===== src/rtl/status_display_driver_if.sv =====
// Status-code and panel signals between the priority controller
// side and the front-panel display driver.
interface status_display_driver_if;
  logic [2:0] display;
  logic       lamp_test;
  logic [6:0] seg;
  logic [3:0] an;
  logic [2:0] msg_code;
  logic       msg_update;

  modport master (
    output display, lamp_test,
    input  seg, an, msg_code, msg_update
  );

  modport slave (
    input  display, lamp_test,
    output seg, an, msg_code, msg_update
  );
endinterface


===== src/rtl/status_display_driver.sv =====
// Front-panel driver: status code to 4-digit multiplexed 7-segment
// message, with hold time, urgent pre-emption and fire blink.
module status_display_driver #(
  parameter int SCAN_DIV    = 4,
  parameter int HOLD_CYCLES = 16,
  parameter int BLINK_DIV   = 32
) (
  input logic                   clk,
  input logic                   rst,
  status_display_driver_if.slave io
);

  localparam int SW = (SCAN_DIV > 1) ? $clog2(SCAN_DIV) : 1;
  localparam int HW = (HOLD_CYCLES > 1) ? $clog2(HOLD_CYCLES) : 1;
  localparam int BW = (BLINK_DIV > 1) ? $clog2(BLINK_DIV) : 1;

  localparam logic [SW-1:0] SCAN_LAST  = SW'(SCAN_DIV - 1);
  localparam logic [HW-1:0] HOLD_LAST  = HW'(HOLD_CYCLES - 1);
  localparam logic [BW-1:0] BLINK_LAST = BW'(BLINK_DIV - 1);

  localparam logic [2:0] FIRE = 3'd3;

  logic [2:0]    disp_q;
  logic [2:0]    msg_code;
  logic          msg_update;
  logic [HW-1:0] hold;
  logic [SW-1:0] scan_cnt;
  logic [1:0]    idx;
  logic [BW-1:0] blink_cnt;
  logic          blink_off;
  logic [6:0]    seg;
  logic [3:0]    an;

  logic          urgent;
  logic          load;
  logic [6:0]    glyph;
  logic [27:0]   row;

  assign urgent = (disp_q != 3'd0) && (disp_q <= 3'd3);
  assign load   = (disp_q != msg_code) &&
                  ((hold == '0) || urgent);

  // Row packs the glyphs for digits 3..0, digit 0 lowest.
  always_comb begin
    row = '0;
    unique case (msg_code)
      3'd0: row = {7'h06, 7'h5E, 7'h38, 7'h79};
      3'd1: row = {7'h71, 7'h5E, 7'h50, 7'h00};
      3'd2: row = {7'h50, 7'h5E, 7'h50, 7'h00};
      3'd3: row = {7'h71, 7'h06, 7'h50, 7'h79};
      3'd4: row = {7'h3E, 7'h06, 7'h54, 7'h5E};
      3'd5: row = {7'h76, 7'h79, 7'h77, 7'h78};
      3'd6: row = {7'h39, 7'h3F, 7'h3F, 7'h38};
      3'd7: row = {7'h79, 7'h50, 7'h50, 7'h00};
    endcase
  end

  always_comb begin
    glyph = '0;
    unique case (idx)
      2'd0: glyph = row[6:0];
      2'd1: glyph = row[13:7];
      2'd2: glyph = row[20:14];
      2'd3: glyph = row[27:21];
    endcase
  end

  always_ff @(posedge clk or negedge rst) begin
    if (!rst) begin
      disp_q     <= '0;
      msg_code   <= '0;
      msg_update <= 1'b0;
      hold       <= '0;
    end else begin
      disp_q <= io.display;
      if (load) begin
        msg_code   <= disp_q;
        hold       <= HOLD_LAST;
        msg_update <= 1'b1;
      end else begin
        msg_update <= 1'b0;
        if (hold != '0) hold <= hold - 1'b1;
      end
    end
  end

  always_ff @(posedge clk or negedge rst) begin
    if (!rst) begin
      scan_cnt <= '0;
      idx      <= '0;
    end else if (scan_cnt == SCAN_LAST) begin
      scan_cnt <= '0;
      idx      <= idx + 1'b1;
    end else begin
      scan_cnt <= scan_cnt + 1'b1;
    end
  end

  // A fresh fire message always starts in the visible phase.
  always_ff @(posedge clk or negedge rst) begin
    if (!rst) begin
      blink_cnt <= '0;
      blink_off <= 1'b0;
    end else if (load && (disp_q == FIRE)) begin
      blink_cnt <= '0;
      blink_off <= 1'b0;
    end else if (blink_cnt == BLINK_LAST) begin
      blink_cnt <= '0;
      blink_off <= ~blink_off;
    end else begin
      blink_cnt <= blink_cnt + 1'b1;
    end
  end

  always_ff @(posedge clk or negedge rst) begin
    if (!rst) begin
      seg <= '0;
      an  <= '0;
    end else if (io.lamp_test) begin
      seg <= 7'h7F;
      an  <= 4'hF;
    end else begin
      seg <= glyph;
      if ((msg_code == FIRE) && blink_off)
        an <= 4'h0;
      else
        an <= 4'b0001 << idx;
    end
  end

  assign io.seg        = seg;
  assign io.an         = an;
  assign io.msg_code   = msg_code;
  assign io.msg_update = msg_update;

endmodule


===== src/flat_wrapper.sv =====
// flat-port wrapper written by rule: the top's interface ports become plain ports
module status_display_driver_flat 
#(
  parameter int SCAN_DIV    = 4,
  parameter int HOLD_CYCLES = 16,
  parameter int BLINK_DIV   = 32
)
  (clk, rst, io_display, io_lamp_test, io_seg, io_an, io_msg_code, io_msg_update);
  status_display_driver_if io_i ();
  input logic clk;
  input logic rst;
  input wire logic [$bits(io_i.display)-1:0] io_display;
  input wire logic [$bits(io_i.lamp_test)-1:0] io_lamp_test;
  output wire logic [$bits(io_i.seg)-1:0] io_seg;
  output wire logic [$bits(io_i.an)-1:0] io_an;
  output wire logic [$bits(io_i.msg_code)-1:0] io_msg_code;
  output wire logic [$bits(io_i.msg_update)-1:0] io_msg_update;
  assign io_i.display = io_display;
  assign io_i.lamp_test = io_lamp_test;
  assign io_seg = io_i.seg;
  assign io_an = io_i.an;
  assign io_msg_code = io_i.msg_code;
  assign io_msg_update = io_i.msg_update;
  status_display_driver #(.SCAN_DIV(SCAN_DIV), .HOLD_CYCLES(HOLD_CYCLES), .BLINK_DIV(BLINK_DIV)) u_core (.clk(clk), .rst(rst), .io(io_i));
endmodule

===== config.mk =====
export PLATFORM = sky130hd
export DESIGN_NAME = status_display_driver_flat
export DESIGN_NICKNAME = d
export VERILOG_FILES = /design/src/rtl/status_display_driver_if.sv /design/src/rtl/status_display_driver.sv /design/src/flat_wrapper.sv
export SDC_FILE = /design/constraint.sdc
export NUM_CORES = 1
export LEC_CHECK = 0
export ABC_AREA = 1
export ABC_CLOCK_PERIOD_IN_PS = 3600
export BUFFER_PORTS_ARGS = -buffer_cell sky130_fd_sc_hd__buf_2
export CAP_MARGIN = 20
export CORE_MARGIN = 4
export CORE_UTILIZATION = 45
export DETAILED_ROUTE_END_ITERATION = 7
export GPL_TIMING_DRIVEN = 0
export SLEW_MARGIN = 10
export SYNTH_ARGS = -nofsm -noshare
export SYNTH_HDL_FRONTEND = slang
export SYNTH_SLANG_ARGS = --single-unit

===== constraint.sdc =====
create_clock -name clk -period 3.6 [get_ports clk]
set_clock_uncertainty 0.2 [all_clocks]
set_input_delay 0.18 -clock clk [delete_from_list [all_inputs] [get_ports clk]]
set_output_delay 0.18 -clock clk [all_outputs]
set_load 0.05 [all_outputs]

==> Word-level counts from Yosys, hierarchy flattened <==
Memories as Yosys holds them, arrays and structs flattened.
Cells that the tools add are included.
{ "classes": {"div_mod_pow": 0, "eq_ne": 8, "n_bitwise": 1, "magnitude_cmp": 1, "shifts": 1, "n_addsub": 4, "reduce_logical": 11, "multipliers": 0, "mux": 12} }
{ "ops": {"columns": ["operator", "n"], "rows": [
  ["case mux 7 bit (4 select lines)", 1],
  ["two-way mux 4 bit", 4],
  ["two-way mux 5 bit", 2],
  ["two-way mux 7 bit", 1],
  ["equality test 2 bit, second input constant", 3],
  ["equality test 3 x 2 -> 1 bit, second input constant", 2],
  ["adder 5 x 1 -> 5 bit, second input constant", 1],
  ["equality test 5 bit, second input constant", 1],
  ["adder 2 x 1 -> 2 bit, second input constant", 2],
  ["logical AND 1 bit", 4],
  ["zero test 4 bit", 1],
  ["nonzero test 2 bit", 2],
  ["nonzero test 4 bit", 1],
  ["<< shifter 1 x 2 -> 4 bit, first input constant", 1],
  ["subtractor 4 x 1 -> 4 bit, second input constant", 1],
  ["<= comparator 3 x 2 -> 1 bit, second input constant", 1],
  ["two-way mux 1 bit", 3],
  ["!= test 3 bit", 1],
  ["nonzero test 3 bit", 1],
  ["equality test 2 x 1 -> 1 bit, second input constant", 1],
  ["zero test 2 bit", 1],
  ["two-way mux 2 bit", 1],
  ["logical OR 1 bit", 1],
  ["inverter 1 bit", 1]
]} }
{ "word_totals": {"n_memories": 1, "output_inout_bits": 15, "input_bits": 6, "romBits": 216, "latch_bits": 0, "reg_bits": 32, "wordCells": 49, "mem_bits_rw": 0} }
{ "mem_list": {"columns": ["memory", "words", "word_bits", "rd", "rd_clocked_by_memory_dff", "write_ports", "line_no", "source"], "rows": [
  ["(name not given)", 8, 27, 1, 0, 0, "status_display_driver.sv:46", "unique case (msg_code)"]
]} }

==> Logic depth before layout (Yosys ltp) <==
Gate-level depths: netlist of the first run.
{ "depth": {"depth_word": 6, "ltp_mapped": 9, "ltp_nobuf": 9} }

==> Worst setup path after synthesis of the first run <==
No wires, ideal clock.
{ "synth_path": {"path_type": "reg-to-reg", "from": "reg u_core.msg_code[0] (netlist: u_core.io.msg_code[0])", "to": "reg u_core.seg[0] (netlist: u_core.io.seg[0])", "required_time_ns": 3.271, "setup_time_ns": 0.129, "setup_slack_ns": 1.562, "path_stages_with_launch": 9, "path_buffers": 0, "synth_period_minus_slack_ns": 2.038, "arrival_ns": 1.709, "cell_sequence": "dfrtp_1 inv_1 ha_1 nand2_1 inv_1 o21ai_0 o21ai_0 nand2_1 nand3_1"} }
{ "synth_between": {"elab_chain_cells": 3} }
{ "synth_lines": {"columns": ["item", "line_no", "source"], "rows": [
  ["start, declared", "status_display_driver.sv:24", "logic [2:0] msg_code;"],
  ["start signal, assigned", "status_display_driver.sv:77", "msg_code <= disp_q;"],
  ["memory (8 x 27 bit)", null, null],
  ["case mux 7 bit (4 select lines)", "status_display_driver.sv:60", "unique case (idx)"],
  ["two-way mux 7 bit", "status_display_driver.sv:119", "end else if (io.lamp_test) begin"],
  ["end signal, assigned", "status_display_driver.sv:123", "seg <= glyph;"],
  ["end, declared", "status_display_driver.sv:31", "logic [6:0] seg;"]
]} }
Every way passes these cells.
A chain may end at the register's enable or synchronous reset.

==> Worst setup path after layout of the first run <==
Same ends and word-level chain as after synthesis.

==> results.yml, run 1 <==
finish:
  antenna-diode-count: 0
  drive_above_1_share_pct: 16.5
  n_fill_cell: 351
  area_growth_pct: 18.4
  nNetsFinal: 252
  final_area_um2: 2050
worst_setup_path:
  crit_arrival_ns: 1.83
  startpoint_type: "flip-flop"
  critical_path_class: "flip-flop to flip-flop"
  critPathMaxFanout: 8
  required_ns: 3.55
  end_kind: "flip-flop"
power:
  p_comb_share_pct: 28.5
  switching_share_pct: 34.3
  clockPowerShare_pct: 29.3
  peakVddDrop_mv: 0.298
  power.internal_w: 0.000741
  p_per_area_nw_per_um2: 551
  p_seq_share_pct: 42.2
  switchingPower_w: 0.000387
  p_leak_nw: 1.09
detailed_routing:
  first_pass_iters: 4
  vias_per_cell: 4.86
  drcViolationCount: 0
  finalWirelength_um: 3110
  drtIter0Drc: 66
  final_antenna_net_count: 0
  via_count: 1352
  routedWlPerCell_um: 11.2
global_route:
  grt_usage_pct: 14.7
  grt_pass1_vias: 1348
  grt_max_degree: 33
  grt_first_pass_wirelength_um: 5780
  gr-total-overflow: 0
  antenna_found_initial: 0
floorplanning:
  core-area_um2: 3690
  start_util_pct: 46.9
  die_area_um2: 4900
  die_height_um: 70.0
  die_x_um: 70.0
  core.rowCount: 22
  num_io_pins: 21
status:
  status: "finished, final reports clean"
placement:
  numPortBuffers: 20
  dpl_cell_area_um2: 1890
  hpwl_um: 2320
  place_congestion: 0.939
timing:
  clock.fmax_mhz: 532
  period_needed_ns: 1.88
  fin_crit_sh_pct: 52.2
  hold_ws_ns: 0.223
  slew_headroom_pct: 53.4
  setup_violations: 0
  tightest_slew_ns: 0.700
  finalHoldViolCount: 0
  rsz0062_at_grt: "false"
  drv_slew: 0
  fin_setup_tns_ns: 0
synth:
  yosys.area.top_type: "dfrtp_1"
  seq_area_frac_synth_pct: 46.3
  synth_nets: 220
  synthTopCellsByArea: "dfrtp_1 (46%), ha_1 (12%), nand2_1 (12%), inv_1 (5.4%), nand3_1 (4.3%)"
  ys_ff_latch: 32
  syn_area_um2: 1730
  synthesis.instances: 197
  syn_avg_cell_area_um2: 8.78
  synth_cell_type_count: 26
  ys_warn_count: 0
  yosysTopAreaCellShare_pct: 46.3
clock_tree:
  clock-sinks: 32
  tritoncts: "done"
  cts_repair_resize_count: 0
  cts_root_buf: "clkbuf_8"
  path_clk_slew_ns: 0.07
  cts_buffers: 5
  worstSkewPairLatency_ns: 0.28
  htreeDepth: 2
  clock_path_buffers: 2
worst_hold_path:
  hold_class: "flip-flop to flip-flop"
run:
  drv_cap: 0
-- repair_timing --
action	4_1_cts	5_1_grt
hold buffers	5	0
buffers inserted	0	0
endpoints found under the hold margin	40	0
-- placed cells by master, fill, tap and decap left out, types with 5 or more instances in the layout --
master         count
ha_1              17
inv_1             25
o21ai_0            8
dfrtp_1           32
nand2_1           56
nand3_1           15
buf_2             21
o21ai_1            5
dlygate4sd3_1      5
nor2_1            12
clkbuf_8           5
-- Yosys cell counts, drive strengths merged --
cell type,count
nor3b,1
nand2,58
o21ai,14
nor2,12
nand3,18
dfrtp,32
a21oi,3
nor3,2
o211ai,1
xnor2,2
or2,1
buf,2
o31ai,2
ha,17
xor2,3
nand4,2
inv,27
-- path summary, 6_finish.rpt --
| kind | slack [ns] | endpoint | from | depth (start not counted) |
|---|---|---|---|---|
| setup / recovery | 1.72 | u_core.io.seg[0]$_DFF_PN0_ | u_core.io.msg_code[0]$_DFFE_PN0P_ | 8 |
| setup reg to reg | 1.72 | u_core.io.seg[0]$_DFF_PN0_ | u_core.io.msg_code[0]$_DFFE_PN0P_ | 8 |
| hold reg to reg | 0.22 | u_core.scan_cnt[0]$_DFF_PN0_ | u_core.scan_cnt[0]$_DFF_PN0_ | 1 |
| max in group asynchronous | 2.47 | u_core.io.seg[3]$_DFF_PN0_ | rst | 2 |
| hold / removal | 0.22 | u_core.scan_cnt[0]$_DFF_PN0_ | u_core.scan_cnt[0]$_DFF_PN0_ | 1 |
| min in group asynchronous | 0.28 | u_core.idx[0]$_DFFE_PN0P_ | rst | 2 |
-- power by group through the flow --
stage	sequential (W)	clock (W)	combinational, W
finish	0.000476	0.000330	0.000322
global route	0.000485	0.000360	0.000368
CTS	0.000476	0.000347	0.000324
detailed placement	0.000482	0	0.000320
global placement	0.000480	0	0.000307
floorplan	0.000544	0	0.000181
-- per-stage QoR --
stage / utilization [%] / total power [W] / cells / worst slack [ns]
2_1_floorplan: - / 0.000725 / 197 / 1.56
3_3_place_gp: 51.3 / 0.000787 / 265 / 1.76
3_5_place_dp: 51.3 / 0.000802 / 265 / 1.75
4_1_cts: 55.5 / 0.00115 / 278 / 1.72
5_1_grt: 55.5 / 0.00121 / 278 / 1.56
6_report: 55.5 / 0.00113 / 278 / 1.72
-- sequential cells by signal (all words and copies together) (netlist names) --
name                  cells
u_core.hold               4
u_core.io.msg_update      1
u_core.idx                2
u_core.blink_off          1
u_core.disp_q             3
u_core.scan_cnt           2
u_core.io.seg             7
u_core.io.msg_code        3
u_core.blink_cnt          5
u_core.io.an              4
-- cell type report --
cell class / instances / area [um^2] / share of cell area [%]
Multi-Input combinational cell: 136 / 812 / 39.6
Clock buffer: 6 / 72.6 / 3.54
Tap cell: 48 / 60.1 / 2.93
Buffer: 2 / 16.3 / 0.794
Clock inverter: 2 / 35.0 / 1.71
Inverter: 27 / 101 / 4.95
Sequential cell: 32 / 801 / 39.1
Timing Repair Buffer: 25 / 150 / 7.33
-- per-layer routing --
layer  global-route usage (%)  routed length, um  part of all wire [%]  vias to the layer above
met4                     8.30                110                   3.5                        0
met5                        0                  0                     0                        -
met1                     17.1               1360                    44                      610
li1                         -                  -                     -                      696
met3                     5.61                186                   6.0                       11
met2                     23.0               1450                    47                       35
-- kinds of logic after synthesis --
| logic type | share of synthesized area, % |
|---|---|
| compound gates | 6.87 |
| simple gates | 24.8 |
| buf+inv | 6.80 |
| xor+xnor | 2.97 |
| flops | 46.3 |
| fa+ha+maj | 12.3 |
-- worst max-delay path, cell delays in order, from the launching register on --
cell and delay, ns:
dfrtp_1 0.53, inv_1 0.19, ha_1 0.34, nand2_1 0.11, inv_1 0.07, o21ai_0 0.08, o21ai_0 0.10, nand2_1 0.07
nand3_1 0.06
No activity file was read; power rests on OpenSTA's default activity.
==> run 2: changes to the inputs <==
ABC_CLOCK_PERIOD_IN_PS = 1600   (was 3600)
PLACE_DENSITY = 0.67   (was unset)
clock period = 1.6 ns   (was 3.6 ns; I/O delays follow)
==> run 2 against run 1 <==
Global-route usage decreased by 0.72 points. Clock power up 100%. First-iteration DRC count shrank 18%. Critical path depth decreased by 1. Setup slack worse by 1.7 ns. Critical endpoint is now u_core.io.seg[3]$_DFF_PN0_.
==> results.yml, run 2 (same netlist as run 1, synthesis figures left out) <==
power:
  p_per_area_nw_per_um2: 1180
  p_leak_nw: 1.12
  totalPowerFinal_w: 0.00259
  peakVddDrop_mv: 0.692
timing:
  rsz0062_at_grt: "true"
  slew_headroom_pct: 53.6
  setup_ws_ns: 0.0279
  period_needed_ns: 1.57
  tightest_slew_ns: 0.697
  drv_slew: 0
  hold_ws_ns: 0.177
  setup_violations: 0
  fin_crit_sh_pct: 98.3
  finalHoldViolCount: 0
  clock.fmax_mhz: 636
finish:
  final_cell_mix: "nand2_1 (54), dfrtp_1 (29), buf_2 (21)"
  largestRegisters: "u_core.io.seg x7, u_core.blink_cnt x5"
  nNetsFinal: 258
  layout_commonest_cell: "nand2_1"
  area_growth_pct: 27.3
  instances_no_fill: 284
  drive_above_1_share_pct: 27.1
  final_area_um2: 2200
  largest_reg_flops: 7
  antenna-diode-count: 0
  largest-register: "u_core.io.seg"
detailed_routing:
  drtIter0Drc: 54
  via_count: 1363
  final_antenna_net_count: 0
  first_pass_iters: 4
  vias_per_cell: 4.80
  routedWlPerCell_um: 11.4
  drcViolationCount: 0
  finalWirelength_um: 3250
worst_setup_path:
  crit_top_cell: "nand2_1"
  reg2reg_slack_ns: 0.03
  r2r_end: "u_core.io.seg[3]$_DFF_PN0_"
  r2r_cells: 7
  crit_end: "u_core.io.seg[3]$_DFF_PN0_"
  crit_cells: 7
  critical_path_class: "flip-flop to flip-flop"
  max_stage_delay_ns: 0.47
  startpoint_type: "flip-flop"
  cp_top_family: "flip-flops"
  critPathBufInv: 2
  crit_chain: "inv_6 > ha_4 > inv_1 > nand3_1 > nand2_1 > nor2_1 > nand2_1"
  cp_slowest_cell: "dfrtp_4"
  end_kind: "flip-flop"
  crit_path_start: "u_core.io.msg_code[0]$_DFFE_PN0P_"
  required_ns: 1.58
  crit_arrival_ns: 1.55
  critPathMaxFanout: 4
  r2r-start: "u_core.io.msg_code[0]$_DFFE_PN0P_"
clock_tree:
  worstSkewPairLatency_ns: 0.28
  cts_buffers: 5
  clock_path_buffers: 2
  tritoncts: "done"
  clock-sinks: 32
  htreeDepth: 2
  path_clk_slew_ns: 0.06
  cts_root_buf: "clkbuf_8"
placement:
  hpwl_um: 2140
  dp_cells: 265
  numPortBuffers: 20
  dpl_cell_area_um2: 1910
  place_congestion: 0.875
  place_ws_ns: -0.0217
floorplanning:
  num_io_pins: 21
  die_area_um2: 4900
  die_height_um: 70.0
  core-area_um2: 3690
  core.rowCount: 22
  die_x_um: 70.0
  start_util_pct: 46.9
global_route:
  grt_max_degree: 33
  met2_usage_pct: 23.5
  antenna_found_initial: 0
  grt_pass1_vias: 1225
  grt_util_met1_pct: 15.6
  grt_busiest_layer: "met2"
  grt_usage_pct: 13.9
  use_met3_pct: 4.75
  gr-total-overflow: 0
  grt_first_pass_wirelength_um: 5430
status:
  status: "finished, final reports clean"
run:
  drv_cap: 0
worst_hold_path:
  hold_class: "primary input to asynchronous set/reset pin"
-- run 2: changes by cell type in the layout (fill, tap and decap cells not counted), moves of 2 or more --
| cell | previous run | this run |
|---|---|---|
| clkbuf_8 | 5 | 7 |
| inv_2 | 2 | 5 |
| inv_1 | 25 | 20 |
| ha_1 | 17 | 10 |
| buf_4 | 0 | 4 |
| ha_4 | 0 | 2 |
| ha_2 | 0 | 5 |
| buf_12 | 0 | 2 |
| dfrtp_1 | 32 | 29 |
| nand2_2 | 1 | 3 |
| nand2_1 | 56 | 54 |
| dfrtp_4 | 0 | 2 |
-- run 2: stage by stage --
stage | utilization (%) | setup TNS, ns
2_1_floorplan | - | 0
3_3_place_gp | 51.9 | -0.0174
3_5_place_dp | 51.9 | -0.0217
4_1_cts | 57.1 | 0
5_1_grt | 59.7 | -0.196
6_report | 59.7 | 0
-- run 2: worst register-to-register path, delay by kind of cell (launching register included) --
family / cells / cell delay (ns)
DFF: 1 / 0.47
and+or+nand+nor: 4 / 0.43
adders and majority gates: 1 / 0.26
buffers and inverters: 2 / 0.11
-- run 2: worst min-delay path by stage --
stage / slack (ns) / from / end
2_1_floorplan: -0.42 / rst / u_core.blink_cnt[0]$_DFF_PN0_
3_3_place_gp: -0.04 / rst / u_core.io.seg[1]$_DFF_PN0_
3_5_place_dp: -0.04 / rst / u_core.io.seg[1]$_DFF_PN0_
4_1_cts: 0.20 / rst / u_core.io.seg[1]$_DFF_PN0_
5_1_grt: 0.24 / io_display[2] / u_core.disp_q[2]$_DFF_PN0_
6_report: 0.18 / rst / u_core.io.seg[1]$_DFF_PN0_
-- run 2: where the power goes --
group          total (W)  leakage [nW]  switching (W)  internal [W]
registers        0.00107         0.365       0.000104      0.000969
logic           0.000844         0.700       0.000525      0.000319
clock network   0.000675        0.0515       0.000283      0.000392
-- run 2: area by class of cell --
class,instances,area (um^2)
Tap cell,48,60.1
Fill cell,325,1490
Multi-Input combinational cell,136,887
Timing Repair Buffer,31,220
Sequential cell,32,810
Inverter,27,109
Clock buffer,8,100
Buffer,2,16.3
-- run 2: routing by layer --
metal  vias up  part of all wire [%]
li1        699                     -
met2        39                    50
met4         0                   1.9
met3         7                   6.4
met5         -                     0
met1       618                    42
-- run 2: repair_timing --
action | CTS | global route
resized for setup | 1 | 19
hold buffers | 5 | 0
hold endpoints to repair | 42 | 0
setup buffers | 2 | 4
pin swaps | 0 | 3
setup endpoints to repair | 1 | 20
